[src/rtl/next_pc_unit.sv]
// Next-PC generator for the 12-bit program counter: run/halt sequencing,
// branch-target LUT, stall hold, sticky done and a saturating run-cycle counter.
//
// state     | meaning
// ----------+--------------------------------------------------------------
// ST_IDLE   | waiting for start to drop; pc_next = 0, LUT writable
// ST_RUN    | program executing; pc_next chosen by stall/halt/branch/+1
// ST_HALT   | halt opcode seen; pc_next = pc_cur, done = 1, counter frozen
module next_pc_unit #(
  parameter int PC_W      = 12,
  parameter int LUT_IDX_W = 5,
  parameter int CNT_W     = 16
) (
  input  logic                 clk,
  input  logic                 reset_n,
  input  logic                 start,
  input  logic [PC_W-1:0]      pc_cur,
  input  logic                 stall,
  input  logic                 halt_insn,
  input  logic                 br_taken,
  input  logic                 br_rel,
  input  logic [LUT_IDX_W-1:0] br_idx,
  input  logic                 lut_we,
  input  logic [LUT_IDX_W-1:0] lut_waddr,
  input  logic [PC_W-1:0]      lut_wdata,
  output logic [PC_W-1:0]      pc_next,
  output logic                 running,
  output logic                 done,
  output logic [CNT_W-1:0]     cycle_cnt
);

  localparam int LUT_N = 1 << LUT_IDX_W;

  localparam logic [1:0] ST_IDLE = 2'd0;
  localparam logic [1:0] ST_RUN  = 2'd1;
  localparam logic [1:0] ST_HALT = 2'd2;

  logic [1:0]      state;
  logic [1:0]      state_nxt;
  logic [PC_W-1:0] lut_mem [LUT_N];
  logic [PC_W-1:0] lut_rd;

  assign lut_rd  = lut_mem[br_idx];
  assign running = (state == ST_RUN);
  assign done    = (state == ST_HALT);

  always_comb begin
    state_nxt = state;
    if (start) begin
      state_nxt = ST_IDLE;
    end else begin
      case (state)
        ST_IDLE: state_nxt = ST_RUN;
        ST_RUN:  if (!stall && halt_insn) state_nxt = ST_HALT;
        ST_HALT: state_nxt = ST_HALT;
        default: state_nxt = ST_IDLE;
      endcase
    end
  end

  always_ff @(posedge clk or negedge reset_n) begin
    if (!reset_n) state <= ST_IDLE;
    else          state <= state_nxt;
  end

  // Counts every RUN edge, stalled and halting cycles included; sticks at all-ones.
  always_ff @(posedge clk or negedge reset_n) begin
    if (!reset_n) begin
      cycle_cnt <= '0;
    end else if (start) begin
      cycle_cnt <= '0;
    end else if (state == ST_RUN && cycle_cnt != {CNT_W{1'b1}}) begin
      cycle_cnt <= cycle_cnt + CNT_W'(1);
    end
  end

  // Writes depend only on the current state, so a table can be loaded while start holds IDLE.
  always_ff @(posedge clk or negedge reset_n) begin
    if (!reset_n) begin
      for (int i = 0; i < LUT_N; i++) lut_mem[i] <= '0;
    end else if (state == ST_IDLE && lut_we) begin
      lut_mem[lut_waddr] <= lut_wdata;
    end
  end

  always_comb begin
    pc_next = '0;
    case (state)
      ST_RUN: begin
        if (stall || halt_insn) pc_next = pc_cur;
        else if (br_taken)      pc_next = br_rel ? (pc_cur + lut_rd) : lut_rd;
        else                    pc_next = pc_cur + PC_W'(1);
      end
      ST_HALT: pc_next = pc_cur;
      default: pc_next = '0;
    endcase
  end

endmodule

[config.mk]
export PLATFORM = sky130hd
export DESIGN_NAME = next_pc_unit
export DESIGN_NICKNAME = d
export VERILOG_FILES = /design/src/rtl/next_pc_unit.sv
export SDC_FILE = /design/constraint.sdc
export NUM_CORES = 1
export LEC_CHECK = 0
export ABC_CLOCK_PERIOD_IN_PS = 8910
export CORE_MARGIN = 4
export CORE_UTILIZATION = 60
export DETAILED_ROUTE_END_ITERATION = 6
export PLACE_DENSITY = 0.84
export REMOVE_ABC_BUFFERS = 1
export SYNTH_ARGS = -nofsm -noshare
export SYNTH_HDL_FRONTEND = slang
export SYNTH_SLANG_ARGS = --single-unit
[constraint.sdc]
create_clock -name clk -period 8.91 [get_ports clk]
set_input_delay 1.782 -clock clk [delete_from_list [all_inputs] [get_ports clk]]
set_output_delay 1.782 -clock clk [all_outputs]
set_load 0.02 [all_outputs]
* Word level (Yosys, flattened, before mapping)
Cells that the tools add are included.
** Storage, ports and cells
- Flip-flop bits (word level) :: 402
- Output and inout bits :: 30
- Logic and storage cells :: 69
** Cells by class
- Add/subtract/negate cells :: 3
- $lt $le $gt $ge :: 3
- Eq/ne operators :: 4
- Multiplexer cells :: 15
- Bitwise gates (word level) :: 2
- Reduce and logical (&&, ||, !) cells :: 8
** Operators by type and width (count)
- $bwmux W384 :: 1
- $mux W12 :: 6
- $bmux W12 S5 :: 1
- $demux W12 S5 :: 1
- $mux W16 :: 2
- $pmux W12 S2 :: 1
- $add A16 B1 Y16 const B :: 1
- $ne A16 B16 Y1 const B :: 1
- $add A12 B1 Y12 const B :: 1
- $add A12 B12 Y12 :: 1
- $ge A6 B6 Y1 const B :: 2
- $not A5 Y6 :: 2
- $lt A6 B1 Y1 const B :: 1
- $pmux W2 S3 :: 1
- $logic_and A1 B1 Y1 :: 4
- $mux W2 :: 2
- $ne A3 B2 Y1 const B :: 1
- $eq A2 B1 Y1 const B :: 1
- $eq A2 B2 Y1 const B :: 1
- $logic_not A2 Y1 :: 1
- $reduce_bool A2 Y1 :: 1
- $logic_not A1 Y1 :: 1
- $logic_or A1 B1 Y1 :: 1

* Depth between registers and ports, before layout
Gate-level depths: netlist of run 1.
- Depth after elaboration :: 9
- Depth in mapped cells :: 16

* Worst setup path after synthesis of run 1
OpenSTA, ideal clock, no wires.
- Kind :: input to output
- Start :: input port br_idx[0]
- End :: output port pc_next[8]
- Data arrival time :: 5.154 ns
- Required time :: 7.128 ns
- Path slack :: 1.974 ns
- Cell stages on the path :: 16
- Path buffers :: 3
- Cell sequence :: buf_6 > buf_6 > buf_4 > mux4_2 > mux4_2 > mux2_2 > ha_1 > inv_1 > fa_1 > nor2b_1 > o21ai_0 > a21oi_1 > o31ai_1 > xnor2_1 > a21oi_1 > o21ai_1
** Between the ends
- Word-level cells in the longest chain between the ends :: 9
** RTL lines
- start, declared :: line 22 : input logic [LUT_IDX_W-1:0] br_idx,
- $not A5 Y6 (implied by the code) (*) :: line 43 : assign lut_rd = lut_mem[br_idx];
- $bmux W12 S5 (*) :: line 43
- $mux W12 (implied by the code) (*) (2 in series) :: line 43
- $add A12 B12 Y12 :: line 91 : else if (br_taken) pc_next = br_rel ? (pc_cur + lut_rd) : lut_rd;
- $mux W12 (*) (2 in series) :: line 91
- $mux W12 (*) :: line 90 : if (stall || halt_insn) pc_next = pc_cur;
- $pmux W12 S2 (*) :: line 88 : case (state)
- end, declared :: line 26 : output logic [PC_W-1:0] pc_next,
Every way passes the cells marked *; elsewhere a longest branch is shown, timed or not. The select of a mux whose other input is x is not followed.

* Final worst setup path of run 1
- Start :: input port br_idx[0]
- End :: output port pc_next[10]
Same word-level chain as after synthesis.

==> impl_results.md, run 1 <==
* Outcome: finished, final reports clean
* Chip Width at 188 um
* Drt total wl at 45800 um
* Setup_tns at 0 ns
* CTS resizes at 0
* Io pins at 72
* Worst setup EP type: output pin
* Cells after synthesis at 1326
* Lkg Pwr at 9.74 nW
* Reg2Reg Depth at 5
* Peak supply drop at 152 uV
* Sw Share at 27.2%
* Actual slew at the worst max-slew pin at 1.26 ns
* Fmax at 123 MHz
* Initial antenna violation count at 0
* CTS Sinks at 402
* Worst r2r dst: lut_mem[151]
* Largest net degree at the start of global routing at 148
* Max cap viols at 0
* Synthesized cell area at 19500 um2
* Die Span Y at 188 um
* Power Total at 5.81 mW
* Final Cycle Share at 90.9%
* TritonRoute pass-1 iters at 5
* RSZ-0062 raised after global routing: false
* Vias per inst at 6.43
* Hold Path End: lut_mem[355]
* Post-CTS Hold Fix Bufs at 0
* Global-route wire length before repair at 72300 um
* Sequential fraction of the synthesis area at 51.6%
* Max Slew Vio Count at 0
* Postcts setup bufs at 0
* Initial Utilization at 61.3%
* Area of the die at 35400 um2
* Internal at 4.23 mW
* Asr flop ratio synth at 100%
* Crit Path Class: in2out
* Fillers at 2119
* GRT overflow at 0
* TritonCTS clock tree: done
* Worst EP required at 7.13 ns
* Clock power share at 28.4%
* Crit start category: input pin
* Sw Pwr at 1.58 mW
* Max-slew headroom at 16.0%
* Final count of hold timing violations at 0
* Hold path cells at 1
* Clock period minus worst slack at 8.10 ns
* Vias in the first global route at 12200
* Area Growth Syn to Fin at 11.7%
* Iteration-0 DRC Markers at 1091
* Dpl hpwl at 28900 um
* Nets at 1413
* Layout cells sized above 1 at 43.8%
* DRC viols at 0
* Comb power frac at 25.6%
* Most frequent cells in the layout: dfrtp_1 (402), mux2_2 (394), mux4_2 (115)
* Final Setup Violations at 0
* EDFF count, synth at 0
* Post-synthesis cell type count at 53
* Primary FF master, synth: dfrtp_1
* Pwr dens at 267 nW/um2
* Post-DRT Antenna Nets at 0
* Row Count at 65
* Commonest non-fill, non-tap cell in the layout: dfrtp_1
* Avg Inst Size Synth at 14.7 um2
* Flop2flop setup slack at 6.04 ns
* Total CTS buffers at 41
* Worst R2R Start: state[0]
* CP max FO at 64
* Gr usage total at 26.2%
* Min-delay src: lut_mem[355]
* Wirelength per Cell at 25.2 um
* IO Port Bufs at 71
* Clk slew on worst S/H paths at 0.06 ns
* Vias at 11700
* Core area at 31800 um2
* H-tree levels at 2
* Final Wtd Congestion at 0.956
* Clk_skew at 0.0108 ns
* Yosys reg bits at 402
* HP Class: reg2reg
* Worst EP arrival at 6.32 ns
* Reg power frac at 46.0%
* CTS root buf: clkbuf_16
* Ys Warns at 0
* CTS max path bufs at 3
* Worst-Skew Late Latency at 0.53 ns
* Antenna Diode Count at 0
## power groups by stage
stage	Clock (mW)	Combinational, mW	Sequential (mW)
2_1_floorplan	0	1.09	2.59
3_3_place_gp	0	1.42	2.66
3_5_place_dp	0	1.48	2.70
4_1_cts	1.67	1.49	2.67
5_1_grt	1.75	1.61	2.74
6_report	1.65	1.49	2.68
## metrics by stage
step | hold slack (ns) | instances | cell area, um2 | setup slack [ns] | utilization [%]
finish | 0.499 | 1819 | 21800 | 0.813 | 68.5
global route | 0.515 | 1819 | 21800 | 0.552 | 68.5
CTS | 0.502 | 1819 | 21800 | 0.815 | 68.5
detailed placement | 0.489 | 1746 | 20500 | 0.839 | 64.4
global placement | 0.480 | 1746 | 20500 | 0.875 | 64.4
floorplan | 0.470 | 1217 | 19000 | 2.53 | -
## cell families (layout without fill, tap and decap cells)
logic type	Yosys count	count (layout)	share of synthesized area [%]
adders and majority gates	17	17	1.13
and+or+nand+nor	170	170	4.10
muxes	520	520	36.9
AOI/OAI and AO/OA	70	70	2.31
DFF	402	402	51.6
buffers and inverters	121	179	2.74
xor gates and xnor gates	26	26	1.17
## routing by layer
| metal | wire, um | global-route usage (%) | vias to the layer above |
|---|---|---|---|
| li1 | - | - | 4965 |
| met1 | 19300 | 38.6 | 6182 |
| met2 | 22100 | 41.6 | 462 |
| met3 | 3350 | 4.37 | 84 |
| met4 | 1020 | 6.52 | 0 |
| met5 | 0 | 0 | - |
## worst max-delay path: stages
cell             delay [ns]
buf_6                  0.66
mux4_2                 0.59
mux4_2                 0.53
mux2_2                 0.33
ha_1                   0.22
inv_1                  0.07
fa_1                   0.17
nor2b_1                0.06
o21ai_0                0.23
a21oi_1                0.16
nor4_1                 0.38
nor2_1                 0.11
mux2i_1                0.18
a22o_1                 0.16
clkdlybuf4s50_1        0.60
## how the worst max path moves through the flow
stage,depth (start not counted),endpoint,startpoint
floorplan,13,pc_next[4],br_idx[0]
global placement,14,pc_next[11],br_idx[0]
detailed placement,15,pc_next[10],br_idx[0]
CTS,15,pc_next[10],br_idx[0]
global route,15,pc_next[10],br_idx[0]
finish,15,pc_next[10],br_idx[0]
## synth_stat cells, types with 11 or more instances
master,number,area share (%)
inv_1,12,0.23
ha_1,16,1.0
mux2_2,394,23
dfrtp_1,402,52
a21oi_1,13,0.33
mux4_2,115,13
nor3_1,12,0.31
o21ai_0,19,0.49
nor2_1,56,1.1
xor2_1,15,0.67
xnor2_1,11,0.49
nand2_1,39,0.75
clkbuf_1,91,1.8
nand3_1,21,0.54
## flip-flops by register name (all words and copies together), names as in the netlist
name,count
lut_mem,384
state,2
cycle_cnt,16
## final cells by class
class	count	area, um2	share of cell area, %
clock buffer	67	1220	5.59
sequential	402	10100	46.2
timing repair buffer	94	920	4.22
clock inverter	6	62.6	0.287
multi-input combinational	803	8920	41.0
tap	435	544	2.50
inverter	12	45.0	0.207
Note: power is estimated with default switching activity, not from simulation.
==> run 2: changes to the inputs <==
--- a/config.mk
+++ b/config.mk
@@ -11,6 +11,7 @@
 export DETAILED_ROUTE_END_ITERATION = 6
 export PLACE_DENSITY = 0.84
 export REMOVE_ABC_BUFFERS = 1
+export SKIP_LAST_GASP = 1
 export SYNTH_ARGS = -nofsm -noshare
 export SYNTH_HDL_FRONTEND = slang
 export SYNTH_SLANG_ARGS = --single-unit
==> results of run 2 <==
The final DEF is identical to that of run 1; final timing and power are the same.
==> run 3: changes to the inputs <==
--- a/config.mk
+++ b/config.mk
@@ -6,12 +6,14 @@
 export NUM_CORES = 1
 export LEC_CHECK = 0
 export ABC_CLOCK_PERIOD_IN_PS = 8910
+export CELL_PAD_IN_SITES_DETAIL_PLACEMENT = 0
+export CELL_PAD_IN_SITES_GLOBAL_PLACEMENT = 2
+export CORE_ASPECT_RATIO = 1.25
 export CORE_MARGIN = 4
-export CORE_UTILIZATION = 60
+export CORE_UTILIZATION = 49
 export DETAILED_ROUTE_END_ITERATION = 6
-export PLACE_DENSITY = 0.84
+export PLACE_DENSITY = 0.91
 export REMOVE_ABC_BUFFERS = 1
-export SKIP_LAST_GASP = 1
 export SYNTH_ARGS = -nofsm -noshare
 export SYNTH_HDL_FRONTEND = slang
 export SYNTH_SLANG_ARGS = --single-unit
==> impl_results.md, run 3 (synthesized netlist as in run 1, its figures left out) <==
* Post-CTS Hold Fix Bufs at 0 (unchanged)
* Fmax at 126 MHz (+2.4%)
* Final count of hold timing violations at 0 (unchanged)
* Actual slew at the worst max-slew pin at 1.28 ns (+0.0236 ns)
* Clk_skew at 0.00914 ns (-0.00168 ns)
* CTS max path bufs at 3 (unchanged)
* Max cap viols at 0 (unchanged)
* Slowest stage cell, crit path: clkdlybuf4s50_1
* Gr usage total at 22.6% (-3.6 points)
* CP max FO at 43 (-33%)
* HP Class: reg2reg
* Nets at 1418 (+0.35%)
* Vias at 11600 (-1.0%)
* TritonRoute pass-1 iters at 5 (unchanged)
* Dpl hpwl at 30500 um (+5.4%)
* Area Growth Syn to Fin at 13.3%
* Area of the multi-input gates at 8920 um2 (unchanged)
* CTS root buf: clkbuf_16
* Row Count at 81 (+25%)
* Global-route wire length before repair at 76000 um (+5.1%)
* Iteration-0 DRC Markers at 813 (-25%)
* Final Cycle Share at 88.8% (-2.1 points)
* GRT overflow at 0 (unchanged)
* Die Span Y at 231 um (+23%)
* Vias in the first global route at 12400 (+1.7%)
* Commonest non-fill, non-tap cell in the layout: dfrtp_1
* Slowest stage delay, CP at 0.63 ns (-0.03 ns)
* Worst EP required at 7.13 ns (about the same)
* Crit Path Class: in2out
* Crit start category: input pin
* Chip Width at 186 um (-0.98%)
* Antenna Diode Count at 0 (unchanged)
* Comb power frac at 25.1% (-0.5 points)
* Sw Pwr at 1.62 mW (+2.2%)
* Io pins at 72 (unchanged)
* Critical path cell sequence: buf_6 -> buf_12 -> mux4_2 -> mux4_2 -> mux2_2 -> ha_1 -> nand2_1 -> o21ai_0 -> nand2_1 -> o21ai_0 -> xnor2_1 -> a2bb2oi_1 -> o21ai_1 -> clkdlybuf4s50_1
* IO Port Bufs at 71 (unchanged)
* H-tree levels at 2 (unchanged)
* Worst-Skew Late Latency at 0.55 ns (+0.02 ns)
* Reg power frac at 44.5% (-1.5 points)
* Wirelength per Cell at 25.3 um (+0.64%)
* Initial antenna violation count at 0 (unchanged)
* Internal at 4.37 mW (+3.3%)
* Fillers at 3090 (+46%)
* Outcome: finished, final reports clean
* Peak supply drop at 119 uV (-22%)
* Worst setup EP type: output pin
* Total CTS buffers at 42 (+2.4%)
* CTS resizes at 0 (unchanged)
* Biggest register: lut_mem
* Pwr dens at 271 nW/um2 (+1.6%)
* DRC viols at 0 (unchanged)
* RSZ-0062 raised after global routing: false
* Vias per inst at 6.12 (-4.7%)
* TritonCTS clock tree: done
* Reg area at 10100 um2 (unchanged)
* CTS Sinks at 402 (unchanged)
* Clock power share at 30.4% (+2.0 points)
* Layout cells sized above 1 at 45.1% (+1.3 points)
* Postcts setup bufs at 0 (unchanged)
* Core area at 39200 um2 (+23%)
* Final Setup Violations at 0 (unchanged)
* Utilization after layout at 56.3% (-12 points)
* Lkg Pwr at 9.87 nW (+1.4%)
* Clk slew on worst S/H paths at 0.06 ns (about the same)
* Max Slew Vio Count at 0 (unchanged)
* Initial Utilization at 49.7% (-12 points)
* Area of the die at 43000 um2 (+22%)
* Most frequent cells in the layout: dfrtp_1 (402), mux2_2 (394), mux4_2 (115)
* Worst EP arrival at 6.13 ns (-0.19 ns)
* Clock period minus worst slack at 7.91 ns (-0.188 ns)
* Setup_tns at 0 ns (unchanged)
* Final Wtd Congestion at 0.891 (-6.8%)
* Sw Share at 27.0% (-0.21 points)
* Largest net degree at the start of global routing at 179 (+21%)
* Max-slew headroom at 14.4% (-1.6 points)
* Drt total wl at 47900 um (+4.6%)
* Top flop regs: lut_mem: 384 flops, cycle_cnt: 16 flops, state: 2 flops
* Post-DRT Antenna Nets at 0 (unchanged)
* Max reg flops at 384 (unchanged)
[run 3: cell count changes in the layout (fill, tap and decap cells not counted), sizes merged]
cell      previous run  this run
clkinv               4        17
buf                 27        31
inv                 13        12
clkbuf              67        54
clkinvlp             0         1
bufinv               1         5
[run 3: critical path, delay by kind of cell]
family / cells / cell delay, ns
buf+inv: 3 / 1.43
mux: 3 / 1.37
compound gates: 4 / 0.82
fa+ha+maj: 1 / 0.37
simple gates: 2 / 0.18
xor+xnor: 1 / 0.10
[run 3: final timing paths]
check / cells past startpoint / start / slack [ns] / end
max reg2reg: 5 / state[0] / 5.98 / lut_mem[290]
min reg2reg: 1 / lut_mem[188] / 0.50 / lut_mem[188]
min: 1 / lut_mem[188] / 0.50 / lut_mem[188]
min in group asynchronous: 1 / reset_n / 1.25 / lut_mem[320]
max: 14 / br_idx[0] / 1.00 / pc_next[9]
max in group asynchronous: 2 / reset_n / 6.14 / lut_mem[194]
[run 3: cell type report]
type                            instances  share of cell area (%)
Tap cell                              498                    2.82
Sequential cell                       402                    45.6
Clock buffer                           54                    5.44
Multi-Input combinational cell        803                    40.4
Timing Repair Buffer                   98                    4.42
Clock inverter                         23                    1.10
Inverter                               12                   0.204
[run 3: per-layer routing]
| layer | global-route usage [%] | vias to the layer above | wire [um] |
|---|---|---|---|
| met5 | 0 | - | 0 |
| met4 | 6.40 | 0 | 1220 |
| met3 | 3.66 | 80 | 2330 |
| met2 | 37.6 | 301 | 23700 |
| met1 | 31.2 | 6213 | 20600 |
| li1 | - | 4980 | - |
[run 3: power groups by stage]
stage                     clock, mW  sequential, mW  combinational [mW]
after CTS                      1.86            2.66                1.51
after global routing           1.94            2.73                1.63
after global placement            0            2.66                1.45
after detailed placement          0            2.69                1.50
final                          1.82            2.67                1.50
after floorplan                   0            2.59                1.09
[run 3: stage by stage]
step	power, mW	setup WS, ns	cells	cell area [um2]	hold slack (ns)
floorplan	3.68	2.53	1217	19000	0.470
global placement	4.11	1.10	1813	20600	0.480
detailed placement	4.19	1.06	1813	20600	0.487
CTS	6.03	1.06	1890	22100	0.500
global route	6.30	0.739	1890	22100	0.502
finish	5.99	1.00	1890	22100	0.497
